`config.mk`:
```
export PLATFORM = sky130hd
export DESIGN_NAME = pacman_move_ctrl
export DESIGN_NICKNAME = d
export VERILOG_FILES = /design/src/rtl/pacman_move_ctrl.sv
export SDC_FILE = /design/constraint.sdc
export NUM_CORES = 1
export LEC_CHECK = 0
export CAP_MARGIN = 20
export CORE_AREA = 2 2 113 115
export CTS_BUF_LIST = sky130_fd_sc_hd__clkbuf_8 sky130_fd_sc_hd__clkbuf_16
export DETAILED_ROUTE_END_ITERATION = 7
export DIE_AREA = 0 0 115 117
export PLACE_DENSITY_LB_ADDON = 0.3
export SETUP_SLACK_MARGIN = 0.15
export SYNTH_ARGS = -nofsm -noshare
export SYNTH_HDL_FRONTEND = slang
export SYNTH_SLANG_ARGS = --single-unit
```
`constraint.sdc`:
```
create_clock -name clk -period 8.6 [get_ports clk]
set_input_delay 1.72 -clock clk [delete_from_list [all_inputs] [get_ports clk]]
set_output_delay 1.72 -clock clk [all_outputs]
set_load 0.02 [all_outputs]
```
`src/rtl/pacman_move_ctrl.sv`:
```
// Pac-Man tile-by-tile movement controller: per-frame wall/edge check, offset stepping, sprite pixel position.
// Optional turn buffer (press made mid-move is replayed on arrival) enabled by `PACMAN_TURN_BUFFER_EN.
module pacman_move_ctrl #(
    parameter int STEP          = 2,
    parameter int START_ROW     = 1,
    parameter int START_COL     = 1,
    parameter int MAZE_Y_OFFSET = 100,
    parameter int SPRITE_SIZE   = 8
) (
    input  logic        clk,
    input  logic        rst,
    input  logic        frame_tick,
    input  logic        btn_up,
    input  logic        btn_down,
    input  logic        btn_left,
    input  logic        btn_right,
    input  logic [1:0]  level_select,
    input  logic [9:0]  tile_w,
    input  logic [9:0]  tile_h,
    input  logic [4:0]  num_rows,
    input  logic [4:0]  num_cols,
    input  logic [3:0]  walls_in,
    output logic [4:0]  wall_row,
    output logic [4:0]  wall_col,
    output logic [10:0] blkpos_x,
    output logic [10:0] blkpos_y,
    output logic [1:0]  dir,
    output logic        moving,
    output logic        blocked
);
    typedef enum logic [1:0] {IDLE, CHECK, MOVE} stateT;

    localparam logic [1:0]  DIR_UP    = 2'd0;
    localparam logic [1:0]  DIR_DOWN  = 2'd1;
    localparam logic [1:0]  DIR_LEFT  = 2'd2;
    localparam logic [1:0]  DIR_RIGHT = 2'd3;
    localparam logic [4:0]  START_ROW_L = 5'(START_ROW);
    localparam logic [4:0]  START_COL_L = 5'(START_COL);
    localparam logic [10:0] STEP_L      = 11'(STEP);
    localparam logic [10:0] SPRITE_L    = 11'(SPRITE_SIZE);
    localparam logic [10:0] YOFF_L      = 11'(MAZE_Y_OFFSET);

    stateT       state_q, state_d;
    logic [4:0]  curRow_q, curRow_d, curCol_q, curCol_d;
    logic [9:0]  offset_q, offset_d;
    logic [1:0]  dir_q, dir_d, reqDir_q, reqDir_d;
    logic        moving_q, moving_d, blocked_q, blocked_d;
    logic [1:0]  levelSel_q;
    logic [10:0] posX_q, posX_d, posY_q, posY_d;
`ifdef PACMAN_TURN_BUFFER_EN
    logic        bufValid_q, bufValid_d;
    logic [1:0]  bufDir_q, bufDir_d;
`endif

    logic        reqValid, wallHit, atEdge;
    logic [1:0]  reqDir;
    logic [9:0]  dim;
    logic [10:0] advOffset, centreX, centreY;

    always_comb begin
        reqValid = btn_up | btn_down | btn_left | btn_right;
        if (btn_up)         reqDir = DIR_UP;
        else if (btn_down)  reqDir = DIR_DOWN;
        else if (btn_left)  reqDir = DIR_LEFT;
        else                reqDir = DIR_RIGHT;
    end

    // Wall mask is ordered top,bottom,left,right so the bit index is 3-dir.
    always_comb begin
        wallHit = walls_in[2'd3 - reqDir_q];
        case (reqDir_q)
            DIR_UP:   atEdge = (curRow_q == 5'd0);
            DIR_DOWN: atEdge = (curRow_q == num_rows - 5'd1);
            DIR_LEFT: atEdge = (curCol_q == 5'd0);
            default:  atEdge = (curCol_q == num_cols - 5'd1);
        endcase
    end

    always_comb begin
        state_d   = state_q;
        curRow_d  = curRow_q;
        curCol_d  = curCol_q;
        offset_d  = offset_q;
        dir_d     = dir_q;
        reqDir_d  = reqDir_q;
        moving_d  = moving_q;
        blocked_d = 1'b0;
`ifdef PACMAN_TURN_BUFFER_EN
        bufValid_d = bufValid_q;
        bufDir_d   = bufDir_q;
`endif
        dim       = (dir_q == DIR_UP || dir_q == DIR_DOWN) ? tile_h : tile_w;
        advOffset = {1'b0, offset_q} + STEP_L;

        case (state_q)
            IDLE: begin
`ifdef PACMAN_TURN_BUFFER_EN
                if (bufValid_q) begin
                    reqDir_d   = bufDir_q;
                    bufValid_d = 1'b0;
                    state_d    = CHECK;
                end else
`endif
                if (frame_tick && reqValid) begin
                    reqDir_d = reqDir;
                    state_d  = CHECK;
                end
            end
            CHECK: begin
                dir_d = reqDir_q;
                if (wallHit || atEdge) begin
                    blocked_d = 1'b1;
                    state_d   = IDLE;
                end else begin
                    moving_d = 1'b1;
                    state_d  = MOVE;
                end
            end
            MOVE: begin
`ifdef PACMAN_TURN_BUFFER_EN
                if (reqValid) begin
                    bufValid_d = 1'b1;
                    bufDir_d   = reqDir;
                end
`endif
                if (frame_tick) begin
                    if (advOffset < {1'b0, dim}) begin
                        offset_d = advOffset[9:0];
                    end else begin
                        offset_d = 10'd0;
                        moving_d = 1'b0;
                        state_d  = IDLE;
                        case (dir_q)
                            DIR_UP:   curRow_d = curRow_q - 5'd1;
                            DIR_DOWN: curRow_d = curRow_q + 5'd1;
                            DIR_LEFT: curCol_d = curCol_q - 5'd1;
                            default:  curCol_d = curCol_q + 5'd1;
                        endcase
                    end
                end
            end
            default: state_d = IDLE;
        endcase

        // A level switch abandons any move in flight and wins over a same-cycle tick.
        if (level_select != levelSel_q) begin
            state_d   = IDLE;
            curRow_d  = START_ROW_L;
            curCol_d  = START_COL_L;
            offset_d  = 10'd0;
            moving_d  = 1'b0;
            blocked_d = 1'b0;
`ifdef PACMAN_TURN_BUFFER_EN
            bufValid_d = 1'b0;
`endif
        end
    end

    always_comb begin
        centreX = ({6'd0, curCol_q} * {1'b0, tile_w}) + (({1'b0, tile_w} - SPRITE_L) >> 1);
        centreY = YOFF_L + ({6'd0, curRow_q} * {1'b0, tile_h}) + (({1'b0, tile_h} - SPRITE_L) >> 1);
        posX_d  = centreX;
        posY_d  = centreY;
        case (dir_q)
            DIR_UP:   posY_d = centreY - {1'b0, offset_q};
            DIR_DOWN: posY_d = centreY + {1'b0, offset_q};
            DIR_LEFT: posX_d = centreX - {1'b0, offset_q};
            default:  posX_d = centreX + {1'b0, offset_q};
        endcase
    end

    always_ff @(posedge clk) begin
        if (rst) begin
            state_q    <= IDLE;
            curRow_q   <= START_ROW_L;
            curCol_q   <= START_COL_L;
            offset_q   <= 10'd0;
            dir_q      <= DIR_UP;
            reqDir_q   <= DIR_UP;
            moving_q   <= 1'b0;
            blocked_q  <= 1'b0;
            levelSel_q <= level_select;
            posX_q     <= 11'd0;
            posY_q     <= 11'd0;
        end else begin
            state_q    <= state_d;
            curRow_q   <= curRow_d;
            curCol_q   <= curCol_d;
            offset_q   <= offset_d;
            dir_q      <= dir_d;
            reqDir_q   <= reqDir_d;
            moving_q   <= moving_d;
            blocked_q  <= blocked_d;
            levelSel_q <= level_select;
            posX_q     <= posX_d;
            posY_q     <= posY_d;
        end
    end

`ifdef PACMAN_TURN_BUFFER_EN
    always_ff @(posedge clk) begin
        if (rst) begin
            bufValid_q <= 1'b0;
            bufDir_q   <= DIR_UP;
        end else begin
            bufValid_q <= bufValid_d;
            bufDir_q   <= bufDir_d;
        end
    end
`endif

    assign wall_row = curRow_q;
    assign wall_col = curCol_q;
    assign blkpos_x = posX_q;
    assign blkpos_y = posY_q;
    assign dir      = dir_q;
    assign moving   = moving_q;
    assign blocked  = blocked_q;
endmodule

```
# Word level (Yosys, flattened, before mapping)

Cells that the tools add are included.

Register bits after elaboration: 52
Bits of input ports: 43

Add/sub/neg operators: 17
Multipliers: 2
$lt $le $gt $ge: 2
Equal/unequal tests: 13
Muxes and demuxes: 22
Bitwise logic cells: 6
Reduce and logical (&&, ||, !) cells: 19

Operators by type and width:

| cell                                                                  | number |
|---|---|
| 11-bit by 10-bit adder with 11-bit output                             | 4 |
| 11-bit one-hot mux with 2 select lines                                | 2 |
| 5-bit by 10-bit multiplier with 11-bit output                         | 2 |
| 10-bit by 4-bit subtractor with 11-bit output (second input constant) | 2 |
| 11-bit by 10-bit subtractor with 11-bit output                        | 2 |
| 10-bit 2-to-1 mux                                                     | 2 |
| 5-bit one-hot mux with 2 select lines                                 | 2 |
| 5-bit by 1-bit subtractor with 5-bit output (second input constant)   | 4 |
| 2-bit 2-to-1 mux                                                      | 6 |
| 4-bit AND reduction                                                   | 3 |
| 10-bit by 2-bit adder with 11-bit output (second input constant)      | 1 |
| 7-bit by 11-bit adder with 11-bit output (first input constant)       | 1 |
| 11-bit by 10-bit < comparator with 1-bit output                       | 1 |
| 5-bit by 1-bit adder with 5-bit output (second input constant)        | 2 |
| 5-bit == test                                                         | 2 |
| 5-bit zero test                                                       | 2 |
| 2-bit != test (second input constant)                                 | 4 |
| 2-bit by 1-bit == test with 1-bit output (second input constant)      | 3 |
| 2-bit == test (second input constant)                                 | 3 |
| 2-bit zero test                                                       | 3 |
| 1-bit 2-to-1 mux                                                      | 6 |
| 2-bit one-hot mux with 3 select lines                                 | 1 |
| 2-bit AND reduction                                                   | 2 |
| 2-bit nonzero test                                                    | 2 |
| 13 further kinds                                                      | 19 |

# Depth between registers and ports, before layout

Word-level depth: 7
Mapped depth: 23
Depth with buffers taken out: 23

# Worst setup path after synthesis

Ideal clock, no wire load.

Path kind: in2reg
From: input port tile_h[5]
To: register posY_q[10] (netlist: blkpos_y[10])
Setup time: 0.071 ns
Arrival time: 6.448 ns
Path slack: 2.082 ns
Cell stages on the path: 21
Cells stage by stage: clkbuf_1 > and2_1 > fa_1 > fa_1 > fa_1 > inv_1 > fa_1 > inv_1 > ha_1 > nor2b_1 > o21ai_0 > and3_1 > nor2_1 > ha_1 > a21oi_1 > nand2_1 > o21ai_0 > o21ai_0 > xnor2_1 > or3_1 > a21oi_1

Cells in the longest elaborated chain, start to end: 5
Elaborated cells between the ends (all ways): 7
Classes of those cells: add/sub: 5; mul: 1; mux: 1

Ends and longest elaborated chain:

| item                                                                                                               | line     | text |
|---|---|---|
| start: declaration                                                                                                 | 19       | `input logic [9:0] tile_h,` |
| 5-bit by 10-bit multiplier with 11-bit output                                                                      | 161      | `centreY = YOFF_L + ({6'd0, curRow_q} * {1'b0, tile_h}) + (({1'b0, tile_h} - SPRITE_L) >> 1);` |
| 7-bit by 11-bit adder with 11-bit output                                                                           | 161      |  |
| 11-bit by 10-bit adder with 11-bit output *                                                                        | 161      |  |
| 11-bit by 10-bit adder with 11-bit output / 11-bit by 10-bit subtractor with 11-bit output (equally long branches) | 166, 165 |  |
| 11-bit one-hot mux with 2 select lines *                                                                           | 164      | `case (dir_q)` |
| end signal: assignment                                                                                             | 196      | `posY_q <= posY_d;` |
| end: declaration                                                                                                   | 49       | `logic [10:0] posX_q, posX_d, posY_q, posY_d;` |

Every way passes the cells marked *; elsewhere a longest branch is shown, timed or not.
A chain may end at the register's enable or synchronous reset.

# Worst setup path after layout

From: input port tile_h[3]
To: register posY_q[10] (netlist: blkpos_y[10])

The elaborated chain is that of the path after synthesis.

==> run summary <==
setup bufs post-CTS: 0
Std-Cell Rows: 41
Yosys reg bits: 51
GRT Total Usage: 24.22%
RSZ-0062 raised after global routing: false
Initial Util: 57.02%
first-pass GRT wire length: 26,270 um
gr ovfl total: 0
area of placed instances: 0.007863 mm^2
Power Total: 0.0009605 W
kind of critical path: input pin to register
port bufs: 78
Post-DP HPWL: 11,990 um
Lkg Pwr: 3.506 nW
CTS Buf Count: 5
fin. max-slew vios: 0
Pre-antenna DRT Iters: 5
Hold Slack: 494.4 ps
Area Overhead vs Synth: 13.95%
CP endpoint kind: register
DP Worst Slack: 1161 ps
# DRC: 0
Cell Pwr Density: 120.1 mW/mm^2
setup ws final: 1377 ps
CTS tree: built
final setup violation count: 0
Mapped Area: 0.007020 mm^2
GPL Wtd Cong: 0.8578
Die Ht: 117 um
layout cell share with drive strength beyond 1: 2.081%
WL final: 15,310 um
Yosys warning total: 0
Hold Path Cell Cnt: 2
post-synth top area share: 17.96%
# clock sinks: 51
clock slew at reported path FFs: 70 ps
WL per Instance: 14.40 um
Async S/R FF share, synth: 0%
synth cell count leaders: 105 x inv_1, 82 x nor2_1, 79 x nand2_1
Core Area: 0.01231 mm^2
H-tree level count: 2
Req. time, crit path: 8830 ps
Synth cell types: 59
DRT antenna net count: 0
ys flop type: dfxtp_1
most area-hungry cell type in the Yosys netlist: fa_1
Period Utilization, post-route: 83.98%
Synth Instances: 861
Worst Tran Pin Value: 963.5 ps
max cap viols: 0
die width: 115 um
top post-synthesis cells by area: fa_1 18%, dfxtp_1 15%, ha_1 13%
Ports: 79
crit start category: input pin
Vias: 5,825
CP arrival: 7450 ps
vias in the first global route: 5,609
Register-to-Register Path Depth: 20
count leader, synth: inv_1
status: complete, no violations
Worst VDD drop: 0.07367 mV
DR iter-0 viols: 267
CTS root buf: clkbuf_16
die area: 0.01346 mm^2
NumNets Final: 1,091
Max-slew headroom: 35.63%
Tmin final: 7223 ps
final hold violation count: 0
Clk Latency, worst-skew pair: 300 ps
cell area after layout: 0.008000 mm^2
EDFF count, synth: 0
clock buffer depth: 2
hold crit path type: register to register
initial antenna violation count: 0
Max Clock Freq: 138.5 MHz
PostCTS Resize Cnt: 0
R2R setup slack: 2960 ps
# hold bufs at CTS: 0
diodes inserted: 0
sequential area share after synthesis: 14.54%
final setup TNS: 0 ps
clk_skew: 8.612 ps
Avg Cell Area, Syn: 8.154 um^2
worst-path fanout max: 9
post-DR vias/cell: 5.480
pin count of the biggest net entering global routing: 49
layout by cell type, fill, tap and decap left out, types with 2 or more instances in the layout:
| cell type | instances |
|---|---|
| a211o_1 | 2 |
| a211oi_1 | 5 |
| a21o_1 | 11 |
| a21oi_1 | 41 |
| a221o_1 | 2 |
| a31oi_1 | 2 |
| a41oi_1 | 3 |
| and2_1 | 46 |
| and3_1 | 4 |
| buf_4 | 4 |
| clkbuf_16 | 5 |
| clkdlybuf4s50_1 | 78 |
| conb_1 | 2 |
| dfxtp_1 | 50 |
| fa_1 | 63 |
| ha_1 | 73 |
| inv_1 | 107 |
| mux2i_1 | 22 |
| nand2_1 | 79 |
| nand2b_1 | 4 |
| nand3_1 | 15 |
| nand3b_1 | 6 |
| nand4_1 | 2 |
| nor2_1 | 82 |
| nor2b_1 | 13 |
| nor3_1 | 19 |
| nor3b_1 | 3 |
| nor4_1 | 4 |
| nor4b_1 | 2 |
| o211ai_1 | 2 |
| o21a_1 | 6 |
| o21ai_0 | 24 |
| o21ai_1 | 3 |
| o31ai_1 | 3 |
| o41ai_1 | 4 |
| or3_1 | 5 |
| xnor2_1 | 67 |
| xor2_1 | 28 |
through the flow:
| step | util [%] | std cells |
|---|---|---|
| floorplan | - | 862 |
| finish | 64.98 | 1063 |
| detailed placement | 63.86 | 1055 |
| CTS | 64.98 | 1063 |
| global route | 64.98 | 1063 |
| global placement | 63.86 | 1055 |
cells by family after synthesis:
group,synth area share (%)
other cells,0.05342
compound gates,10.91
xor+xnor,11.85
mux,3.457
fa+ha+maj,30.97
buf+inv,7.913
flops,14.54
simple gates,20.30
critical path, stage by stage:
cell and delay [ps]:
clkdlybuf4s50_1 720, inv_1 110, ha_1 260, xnor2_1 180, fa_1 470, fa_1 490, inv_1 50, fa_1 470
ha_1 310, inv_1 60, fa_1 450, nor2b_1 130, o21ai_0 90, a21oi_1 200, nor2_1 90, ha_1 330
a21oi_1 200, nand2_1 70, o21ai_0 250, o21ai_0 170, xnor2_1 160, or3_1 310, a21oi_1 150
power breakdown:
| part | internal (W) | leakage [nW] | switching, W | total [W] |
|---|---|---|---|---|
| Sequential | 0.000260 | 0.418 | 0.00000687 | 0.000267 |
| Combinational | 0.000233 | 3.01 | 0.000267 | 0.000501 |
| Clock | 0.000105 | 0.0762 | 0.0000875 | 0.000193 |
| Total | 0.000599 | 3.51 | 0.000362 | 0.000961 |
flip-flops by register name, indices dropped and copies added (netlist names):
name        flops
blkpos_x       11
blkpos_y       11
blocked         1
dir             2
levelSel_q      2
moving          1
offset_q        9
reqDir_q        2
state_q         2
wall_col        5
wall_row        5
cell type report:
class	instances	area [um^2]
Clock buffer	5	125.1
Clock inverter	3	12.51
Fill cell	1089	4312
Inverter	105	394.1
Multi-Input combinational cell	667	5448
Sequential cell	51	1022
Tap cell	150	187.7
Timing Repair Buffer	82	810.8
path summary, 6_finish.rpt:
| path | startpoint | end |
|---|---|---|
| worst max-delay path | tile_h[3] | blkpos_y[10]$_SDFF_PP0_ |
| worst max register to register | wall_row[0]$_SDFFE_PP1P_ | blkpos_y[10]$_SDFF_PP0_ |
| worst min-delay path | offset_q[9]$_SDFFE_PP0P_ | offset_q[9]$_SDFFE_PP0P_ |
| worst min register to register | offset_q[9]$_SDFFE_PP0P_ | offset_q[9]$_SDFFE_PP0P_ |
metal layers:
layer | wire [um] | track usage, % | vias to the layer above
li1 | - | - | 2910
met1 | 7307 | 33.06 | 2752
met2 | 7039 | 41.18 | 135
met3 | 627 | 3.193 | 28
met4 | 331 | 5.783 | 0
met5 | 0 | 0 | -
(Power assumes the default switching activity.)
